[src/rtl/clock_divider_pkg.sv]
// -----------------------------------------------------------------------------
// clock_divider_pkg
// Shared definitions for the multi-channel clock divider:
//   - ch_state_e     : per-channel FSM state (IDLE / RUN / DRAIN)
//   - DIV_W_DEFAULT  : default width of a channel divide value
//   - N_CH_DEFAULT   : default number of channels
//   - eff_div()      : effective divide DE (0 and 1 are promoted to 2)
//   - high_count()   : number of high cycles in a period, ceil(DE/2)
// -----------------------------------------------------------------------------
package clock_divider_pkg;

  localparam int DIV_W_DEFAULT = 8;
  localparam int N_CH_DEFAULT  = 4;

  typedef enum logic [1:0] {
    IDLE  = 2'd0,
    RUN   = 2'd1,
    DRAIN = 2'd2
  } ch_state_e;

  // A divide of 0 or 1 cannot produce a clock, so it behaves as divide-by-2.
  function automatic logic [31:0] eff_div(input logic [31:0] d);
    logic [31:0] de;
    if (d < 32'd2) begin
      de = 32'd2;
    end else begin
      de = d;
    end
    return de;
  endfunction

  // Odd divides spend the extra cycle in the high phase.
  function automatic logic [31:0] high_count(input logic [31:0] de);
    return (de + 32'd1) >> 1;
  endfunction

endpackage

[src/rtl/clock_divider_ch.sv]
// -----------------------------------------------------------------------------
// clock_divider_ch
// One divider channel: IDLE/RUN/DRAIN FSM with a period counter and a divide
// value latched at the start of every period.
// Ports:
//   clk_in  in  : clock (rising edge)
//   rst     in  : synchronous active-high reset
//   en      in  : run request
//   div     in  : divide value D (DIV_W bits, unsigned)
//   sync    in  : restart request for a running channel (already gated by top)
//   clk_out out : registered divided clock
//   tick    out : one-cycle pulse on the cycle clk_out rises
//   busy    out : channel is in RUN or DRAIN
// -----------------------------------------------------------------------------
module clock_divider_ch
  import clock_divider_pkg::*;
#(
  parameter int DIV_W = DIV_W_DEFAULT
) (
  input  logic             clk_in,
  input  logic             rst,
  input  logic             en,
  input  logic [DIV_W-1:0] div,
  input  logic             sync,
  output logic             clk_out,
  output logic             tick,
  output logic             busy
);

  localparam logic [DIV_W-1:0] CNT_ONE  = DIV_W'(1);
  localparam logic [DIV_W-1:0] CNT_ZERO = DIV_W'(0);
  localparam logic [DIV_W-1:0] DL_RESET = DIV_W'(2);

  ch_state_e        state_r, state_n;
  logic [DIV_W-1:0] cnt_r, cnt_n;
  logic [DIV_W-1:0] dl_r, dl_n;
  logic             clk_r, clk_n;
  logic             tick_r, tick_n;
  logic             busy_r, busy_n;

  logic [DIV_W-1:0] de_s;
  logic [DIV_W-1:0] hi_s;
  logic [DIV_W-1:0] cnt_inc_s;
  logic             wrap_s;

  // Effective divide of the port value, high length of the latched period, wrap detect
  always_comb begin
    de_s      = DIV_W'(eff_div(32'(div)));
    hi_s      = DIV_W'(high_count(32'(dl_r)));
    cnt_inc_s = cnt_r + CNT_ONE;
    wrap_s    = (cnt_r == (dl_r - CNT_ONE));
  end

  // Next-state and next-output decode; outputs describe the cycle after the edge
  always_comb begin
    state_n = state_r;
    cnt_n   = cnt_r;
    dl_n    = dl_r;
    clk_n   = 1'b0;
    tick_n  = 1'b0;
    case (state_r)
      IDLE: begin
        if (en) begin
          state_n = RUN;
          cnt_n   = CNT_ZERO;
          dl_n    = de_s;
          clk_n   = 1'b1;
          tick_n  = 1'b1;
        end else begin
          state_n = IDLE;
          cnt_n   = CNT_ZERO;
        end
      end
      RUN, DRAIN: begin
        if (wrap_s) begin
          // Period boundary: the only place a new divide value is taken.
          if (en) begin
            state_n = RUN;
            cnt_n   = CNT_ZERO;
            dl_n    = de_s;
            clk_n   = 1'b1;
            tick_n  = 1'b1;
          end else begin
            state_n = IDLE;
            cnt_n   = CNT_ZERO;
          end
        end else if (sync && (state_r == RUN)) begin
          // Phase-align restart; draining channels finish undisturbed.
          state_n = en ? RUN : DRAIN;
          cnt_n   = CNT_ZERO;
          dl_n    = de_s;
          clk_n   = 1'b1;
          tick_n  = 1'b1;
        end else begin
          state_n = en ? RUN : DRAIN;
          cnt_n   = cnt_inc_s;
          clk_n   = (cnt_inc_s < hi_s);
        end
      end
      default: begin
        state_n = IDLE;
        cnt_n   = CNT_ZERO;
        dl_n    = DL_RESET;
      end
    endcase
    busy_n = (state_n != IDLE);
  end

  // State and output registers; rst overrides every other input
  always_ff @(posedge clk_in) begin
    if (rst) begin
      state_r <= IDLE;
      cnt_r   <= CNT_ZERO;
      dl_r    <= DL_RESET;
      clk_r   <= 1'b0;
      tick_r  <= 1'b0;
      busy_r  <= 1'b0;
    end else begin
      state_r <= state_n;
      cnt_r   <= cnt_n;
      dl_r    <= dl_n;
      clk_r   <= clk_n;
      tick_r  <= tick_n;
      busy_r  <= busy_n;
    end
  end

  assign clk_out = clk_r;
  assign tick    = tick_r;
  assign busy    = busy_r;

endmodule

[src/rtl/clock_divider_mc.sv]
// -----------------------------------------------------------------------------
// clock_divider_mc
// N_CH independent clock dividers sharing one input clock.
// Optional feature: define CLOCK_DIVIDER_MC_SYNC_EN to let the sync input
// restart every running channel so their outputs rise together. Without the
// macro the sync port is present but ignored.
// Ports:
//   clk_in  in  1            : clock (rising edge)
//   rst     in  1            : synchronous active-high reset
//   en      in  N_CH         : per-channel run request
//   div     in  N_CH*DIV_W   : per-channel divide value, channel i at [i*DIV_W +: DIV_W]
//   sync    in  1            : single-cycle phase-align request
//   clk_out out N_CH         : registered divided clocks
//   tick    out N_CH         : pulse on the cycle clk_out[i] rises
//   busy    out N_CH         : channel running or draining
// -----------------------------------------------------------------------------
module clock_divider_mc
  import clock_divider_pkg::*;
#(
  parameter int N_CH  = N_CH_DEFAULT,
  parameter int DIV_W = DIV_W_DEFAULT
) (
  input  logic                  clk_in,
  input  logic                  rst,
  input  logic [N_CH-1:0]       en,
  input  logic [N_CH*DIV_W-1:0] div,
  input  logic                  sync,
  output logic [N_CH-1:0]       clk_out,
  output logic [N_CH-1:0]       tick,
  output logic [N_CH-1:0]       busy
);

  logic sync_s;

`ifdef CLOCK_DIVIDER_MC_SYNC_EN
  assign sync_s = sync;
`else
  logic sync_unused_s;
  assign sync_unused_s = sync;
  assign sync_s        = 1'b0;
`endif

  for (genvar i = 0; i < N_CH; i++) begin : g_ch
    clock_divider_ch #(
      .DIV_W (DIV_W)
    ) u_ch (
      .clk_in  (clk_in),
      .rst     (rst),
      .en      (en[i]),
      .div     (div[i*DIV_W +: DIV_W]),
      .sync    (sync_s),
      .clk_out (clk_out[i]),
      .tick    (tick[i]),
      .busy    (busy[i])
    );
  end

endmodule
[config.mk]
export PLATFORM = sky130hd
export DESIGN_NAME = clock_divider_mc
export DESIGN_NICKNAME = d
export VERILOG_FILES = /design/src/rtl/clock_divider_pkg.sv /design/src/rtl/clock_divider_ch.sv /design/src/rtl/clock_divider_mc.sv
export SDC_FILE = /design/constraint.sdc
export NUM_CORES = 1
export LEC_CHECK = 0
export BUFFER_PORTS_ARGS = -buffer_cell sky130_fd_sc_hd__buf_4
export CAP_MARGIN = 20
export CORE_MARGIN = 1.5
export CORE_UTILIZATION = 39
export DETAILED_ROUTE_END_ITERATION = 8
export PLACE_DENSITY_LB_ADDON = 0.25
export RECOVER_POWER = 25
export SETUP_SLACK_MARGIN = 0.2
export SYNTH_ARGS = -nofsm -noshare
export SYNTH_HDL_FRONTEND = slang
export SYNTH_SLANG_ARGS = --single-unit
[constraint.sdc]
create_clock -name clk_in -period 5.7 [get_ports clk_in]
set_input_delay 0 -clock clk_in [delete_from_list [all_inputs] [get_ports clk_in]]
set_output_delay 0 -clock clk_in [all_outputs]
set_load 0.01 [all_outputs]
==> results.md, run 1 <==
- Status: complete, no violations
- Worst-Margin Slew: 0.950 ns
- Ant. Diodes: 0
- Main combinational cell family by area after synthesis: simple AND/OR/NAND/NOR gates
- Sequential Power Share: 41.4%
- Worst r2r src: g_ch[2].u_ch.dl_r[0]
- Clock tree buffer depth: 2
- Clock buffer count from CTS: 9
- Setup bufs post-CTS: 0
- Mux cell area share after synthesis: 4.44%
- Die Width: about 120 um
- Post-synth top cells: dfxtp_1, nand2_1, ha_1
- Number of max-cap violations: 0
- Post-Syn Instances: 656
- Antenna violations before repair: 0
- Critical Path RT: 5.97 ns
- DR iter-0 viols: 190
- Drt pass-1 iters: 4
- Sequential element share of the synthesized area: 29.8%
- Fin worst setup slack: 2.98 ns
- Top-count cell post-synth: dfxtp_1
- Unrepaired setup endpoints after global routing: no
- Startpoint types: register
- Hold Vio Cnt, Final: 0
- Period minus WS final: 2.72 ns
- Prevailing post-synth register cell: dfxtp_1
- Die Area: 0.0152 mm2
- Synth top area share: 29.8%
- Clock Skews: 0.00634 ns
- R2R cell count: 8
- Final Setup Violations: 0
- Filler cell count: 1351
- Core area: 0.0140 mm2
- Final Net Count: 801
- Layout cells sized above 1: 9.08%
- Peak Freq: between 300 and 400 MHz
- Worst slack at placement: between 3 and 4 ns
- Switching share of total power: 28.0%
- Cell row count: between 40 and 50
- Critical path type: reg -> reg
- Clk sinks: 84
- Worst setup EP type: register
- Reg2reg setup slack: 2.98 ns
- Layout area overhead: 16.8%
- Comb pwr share: 18.9%
- Hold crit path type: in -> reg
- Clock power share: 39.7%
- LEAKAGE: 2.75 nW
- Number of global-route vias before repair: 4575
- Area post-placement: about 0.006 mm2
- Pint: 0.00117 W
- Global-route wire length before repair: about 21000 um
- Root buf cell: clkbuf_16
- Drt total wl: 12500 um
- Die H: 123 um
- Syn. warnings: 0
- R2r endpoint: g_ch[2].u_ch.dl_r[7]
- DRC violations left: 0
- Synth Area in Compound Gates: 12.8%
- Layout Cell Area excl Fill: roughly 0.0066 mm2
- Post-synth EDFFs: 0
- Xor/xnor share of the synthesized area: 13.0%
- Wirelength per Cell: 13.9 um
- Clock latency on the worst-skew pair: 0.35 ns
- Hold_sp: rst
- Ports: 51
- Synthesized area: 0.00564 mm2
- Post-synthesis adder-cell area fraction: 11.3%
- CTS tree: built
- Crit path max fanout: 10
- Total Routing Usage GR: around 17%
- Net Count, Synth: between 700 and 800
- Starting density of the core: 40.3%
- Largest net degree at the start of global routing: 27
- Ys async rst share: 0%
- Hold Path End: g_ch[2].u_ch.dl_r[1]
- DR vias: 4687
- Max-slew headroom at the worst pin: between 30% and 40%
- Max-slew violations: 0
- P_sw: 0.000455 W
- Mean cell area of the mapped netlist: 8.60 um2
- Yosys reg bits: 84
- Hold Path Stages: 3
- RePlAce Congestion: 0.878
- DP HPWL: 9120 um
- Synth Area in Simple Gates: 21.9%
- Clk pin slew, worst setup/hold paths: around 0.060 ns
- Antenna Nets Post-Route: 0
- Grt total ovfl: 0
- Cell taking the most area after synthesis: dfxtp_1
- Via density per instance: between 5 and 6
- Top post-synthesis cells by area: dfxtp_1, ha_1, xnor2_1
- H-tree levels: 3
- Max rail drop VDD: 0.138 mV
- Final TNS setup: 0 ns
- Final Cycle Share: 47.8%
- Power density cells: 247 mW/mm2
- Critical Path AT: about 3.0 ns
- Count of buffers from port buffering: 49
- Post-synth cell types: 56
-- cell type report --
type	instances	area (um2)	share of cell area, %
Multi-Input combinational cell	487	3510	53.2
Sequential cell	84	1680	25.5
Timing Repair Buffer	86	687	10.4
Clock buffer	11	243	3.68
Tap cell	180	225	3.42
Inverter	43	161	2.45
Clock inverter	5	83.8	1.27
-- how the worst max path moves through the flow --
stage | startpoint | to | slack (ns)
6_report | g_ch[2].u_ch.dl_r[0] | g_ch[2].u_ch.dl_r[7] | 2.98
5_1_grt | g_ch[2].u_ch.dl_r[0] | g_ch[2].u_ch.dl_r[7] | 2.81
4_1_cts | g_ch[3].u_ch.dl_r[0] | g_ch[3].u_ch.dl_r[1] | 3.14
3_5_place_dp | g_ch[3].u_ch.dl_r[0] | g_ch[3].u_ch.dl_r[1] | 3.16
3_3_place_gp | g_ch[3].u_ch.dl_r[0] | g_ch[3].u_ch.dl_r[1] | 3.17
2_1_floorplan | g_ch[3].u_ch.dl_r[0] | g_ch[3].u_ch.dl_r[1] | 3.35
-- cell usage in the layout (no fill, tap or decap), drive strengths merged, types with 3 or more instances in the layout --
master / n
o21ai: 8
a2111oi: 4
ha: 51
and3b: 3
a221oi: 4
xnor2: 47
o22ai: 7
inv: 43
o31ai: 4
mux2i: 25
xor2: 37
nor3: 26
or3: 4
o21ba: 4
nand2: 65
o221ai: 4
dlygate4sd3: 36
nor2b: 29
a211oi: 3
a41o: 4
nor2: 44
dfxtp: 84
nand3: 40
a21oi: 14
and2: 4
a21o: 6
and4: 5
buf: 37
nor4: 6
o2111ai: 10
and3: 7
or4: 5
nand4: 3
clkbuf: 24
-- registers in the layout (all words and copies together), names as in the netlist --
| register | count |
|---|---|
| g_ch.u_ch.clk_out | 4 |
| g_ch.u_ch.state_r | 8 |
| g_ch.u_ch.cnt_r | 32 |
| g_ch.u_ch.tick | 4 |
| g_ch.u_ch.dl_r | 32 |
| g_ch.u_ch.busy | 4 |
-- what timing repair did --
action                                 4_1_cts  5_1_grt
resized for setup                            0        0
setup endpoints to repair                    0        0
hold buffers                                36        0
endpoints found under the hold margin       41        0
-- cell families after synthesis --
logic type               count (synthesis)
XOR/XNOR                                84
multiplexers                            25
adder cells (fa/ha/maj)                 51
AND/OR/NAND/NOR                        245
flip-flops                              84
AO/OA/AOI/OAI                           82
buffers and inverters                   85
-- power by group through the flow --
stage               Combinational, W  Sequential, W  Clock [W]
finish                      0.000307       0.000672   0.000645
global route                0.000345       0.000679   0.000686
floorplan                   0.000261       0.000652          0
detailed placement          0.000307       0.000685          0
global placement            0.000299       0.000684          0
CTS                         0.000329       0.000672   0.000666
-- routing by layer --
| metal | global-route usage (%) | vias to the layer above | share of wire, % |
|---|---|---|---|
| li1 | - | 2366 | - |
| met1 | 21.9 | 2226 | 49 |
| met2 | 29.5 | 75 | 46 |
| met3 | 2.86 | 20 | 2.8 |
| met4 | 7.18 | 0 | 2.1 |
| met5 | 0 | - | 0 |
-- through the flow --
step / hold slack, ns / std cells / util, % / total power, W
3_3_place_gp: 0.202 / 844 / 43.1 / 0.000982
5_1_grt: 0.0820 / 896 / 47.1 / 0.00171
3_5_place_dp: 0.210 / 844 / 43.1 / 0.000992
2_1_floorplan: 0.0786 / 656 / - / 0.000913
4_1_cts: 0.0622 / 896 / 48.0 / 0.00167
6_report: 0.0669 / 896 / 47.1 / 0.00162
-- critical path: stages, from the launching register on --
cell and delay, ns:
dfxtp_1 0.54, inv_1 0.08, ha_1 0.27, o21ba_2 0.21
a221oi_1 0.29, a41o_1 0.14, o2111ai_1 0.37, a21oi_4 0.51
mux2i_1 0.24
(Power assumes the default switching activity.)
==> run 2, diff against run 1 <==
==> constraint.sdc (replaced) <==
create_clock -name clk_in -period 2.8 [get_ports clk_in]
set_input_delay 0 -clock clk_in [delete_from_list [all_inputs] [get_ports clk_in]]
set_output_delay 0 -clock clk_in [all_outputs]
set_load 0.01 [all_outputs]
==> run 2 against run 1 <==
Compared with the run above: non-clock buffer count up 4; global-route usage down 0.18 points; sequential power up 100%; register-to-register slack worse by 2.7 ns; clock skew up 0.0033 ns; via count down 1.5%; wire length about the same; die area unchanged; count of clock-buffer cells in the layout up 1; combinational power up 120%; cell count up 0.33%; power up 100%; critical endpoint is now g_ch[1].u_ch.clk_out.
==> results.md, run 2 (same netlist as run 1, synthesis figures left out) <==
- Status: complete, no violations (unchanged)
- Wirelength per Cell: 13.9 um (about the same)
- Critical path's top delay family: compound AO/OA/AOI/OAI gates (unchanged)
- Clk pin slew, worst setup/hold paths: 0.06 ns (about the same)
- Antenna violations before repair: 0 (unchanged)
- Global-route wire length before repair: 20500 um (was 20900 um)
- Peak Freq: 396 MHz (was 367 MHz)
- Number of global-route vias before repair: 4538 (was 4575)
- DRC violations left: 0 (unchanged)
- Layout Cell Area excl Fill: 0.00671 mm2 (was 0.00659 mm2)
- Starting density of the core: 40.3% (unchanged)
- Hold crit path type: in -> reg (unchanged)
- Met3 GRT Util: 4.38% (was 2.86%)
- Final Net Count: 805 (was 801)
- Die Area: 0.0152 mm2 (unchanged)
- Clk sinks: 84 (unchanged)
- Max-slew headroom at the worst pin: 64.3% (was 36.3%)
- Drt pass-1 iters: 4 (unchanged)
- Total Routing Usage GR: 17.2% (was 17.4%)
- Slowest stage cell, crit path: dfxtp_1 (unchanged)
- LEAKAGE: 2.78 nW (was 2.75 nW)
- DR vias: 4618 (was 4687)
- Grt total ovfl: 0 (unchanged)
- Count of buffers from port buffering: 49 (unchanged)
- Unrepaired setup endpoints after global routing: no (unchanged)
- Final Setup Violations: 0 (unchanged)
- Die H: 123 um (unchanged)
- DR iter-0 viols: 240 (was 190)
- Worst setup EP type: register (unchanged)
- Met2 GRT Util: 29.1% (was 29.5%)
- Ant. Diodes: 0 (unchanged)
- Setup bufs post-CTS: 0 (unchanged)
- CTS tree: built (unchanged)
- Clock latency on the worst-skew pair: 0.35 ns (about the same)
- Busiest layer in global routing: met2 (unchanged)
- Critical Path RT: 3.09 ns (was 5.97 ns)
- Most common library cell in the layout ignoring fill and taps: dfxtp_1 (unchanged)
- Core area: 0.0140 mm2 (unchanged)
- Max incr delay on CP: 0.48 ns (was 0.54 ns)
- Period minus WS final: 2.53 ns (was 2.72 ns)
- Root buf cell: clkbuf_16 (unchanged)
- Tot Pwr: 0.00328 W (was 0.00162 W)
- Cell Chain, Critical Path: inv_1, nor3_1, nand2_1, xor2_1, ha_1, a21o_1, a21oi_1, o21ai_0, a21o_1, a21oi_1, a41o_1 (was inv_1, ha_1, o21ba_2, a221oi_1, a41o_1, o2111ai_1, a21oi_4, mux2i_1)
- Cell row count: 43 (unchanged)
- Clock Skews: 0.00960 ns (was 0.00634 ns)
- Layout area overhead: 18.9% (was 16.8%)
- Ports: 51 (unchanged)
- Hold Vio Cnt, Final: 0 (unchanged)
- Via density per instance: 5.14 (was 5.23)
- Number of max-cap violations: 0 (unchanged)
- Layout cells sized above 1: 12.0% (was 9.08%)
- Most frequent cells in the layout: dfxtp_1, nand2_1, ha_1 (unchanged)
- Clock tree buffer depth: 2 (unchanged)
- DP HPWL: 9220 um (was 9120 um)
- Critical path type: reg -> reg (unchanged)
- Largest net degree at the start of global routing: 18 (was 27)
- H-tree levels: 3 (unchanged)
- Critical Path AT: 2.82 ns (was 3.00 ns)
- Clock buffer count from CTS: 9 (unchanged)
- Antenna Nets Post-Route: 0 (unchanged)
- Power density cells: 489 mW/mm2 (was 247 mW/mm2)
- Max-slew violations: 0 (unchanged)
- Crit path buf inv count: 1 (unchanged)
- Crit path max fanout: 8 (was 10)
- Drt total wl: 12500 um (about the same)
- Area post-placement: 0.00605 mm2 (was 0.00602 mm2)
- Worst-Margin Slew: 0.533 ns (was 0.950 ns)
- Biggest regs: g_ch.u_ch.cnt_r (32), g_ch.u_ch.dl_r (32), g_ch.u_ch.state_r (8) (unchanged)
- Die Width: 123 um (unchanged)
- Final TNS setup: 0 ns (unchanged)
- Max rail drop VDD: 0.273 mV (was 0.138 mV)
- RePlAce Congestion: 0.845 (was 0.878)
- Startpoint types: register (unchanged)
- Final Cycle Share: 90.2% (was 47.8%)
- GR Util met1: 20.9% (was 21.9%)
-- run 2: per-layer routing --
metal	vias to the layer above	wire length, um
li1	2373	-
met1	2150	5760
met2	77	6000
met3	18	503
met4	0	217
met5	-	0
-- run 2: final cells by class --
type	count	area, um2
fill	1317	7280
multi-input combinational	487	3590
sequential	84	1690
timing repair buffer	90	721
clock buffer	12	267
tap	180	225
inverter	43	161
clock inverter	3	45.0
-- run 2: timing repair --
item,CTS,global route
hold endpoints to repair,41,0
resized for setup,0,15
hold buffers,36,0
endpoints found under the setup margin,0,20
-- run 2: tightest hold or removal path, delay by kind of cell --
kind	cells	cell delay, ns
mux	1	0.07
simple gates	1	0.10
buf+inv	1	0.19
-- run 2: path summary, 6_finish.rpt --
kind | from | endpoint | slack (ns) | cells past startpoint
worst max-delay path | g_ch[1].u_ch.dl_r[0] | g_ch[1].u_ch.clk_out | 0.27 | 11
worst min-delay path | rst | g_ch[1].u_ch.dl_r[1] | 0.05 | 3
worst max register to register | g_ch[1].u_ch.dl_r[0] | g_ch[1].u_ch.clk_out | 0.27 | 11
worst min register to register | g_ch[3].u_ch.cnt_r[0] | g_ch[3].u_ch.cnt_r[0] | 0.51 | 1
-- run 2: where the power goes --
group          switching, W  internal, W
Combinational      0.000346     0.000322
Clock              0.000487     0.000759
Sequential        0.0000969      0.00127
Total              0.000930      0.00235
-- run 2: through the flow --
stage               hold WS (ns)  instances  utilization, %  worst slack [ns]
floorplan                 0.0786        656               -             0.452
global placement           0.202        848            43.3             0.304
detailed placement         0.206        848            43.3             0.263
CTS                       0.0558        899            48.1             0.242
global route              0.0782        899            47.9             0.118
finish                    0.0541        899            47.9             0.273
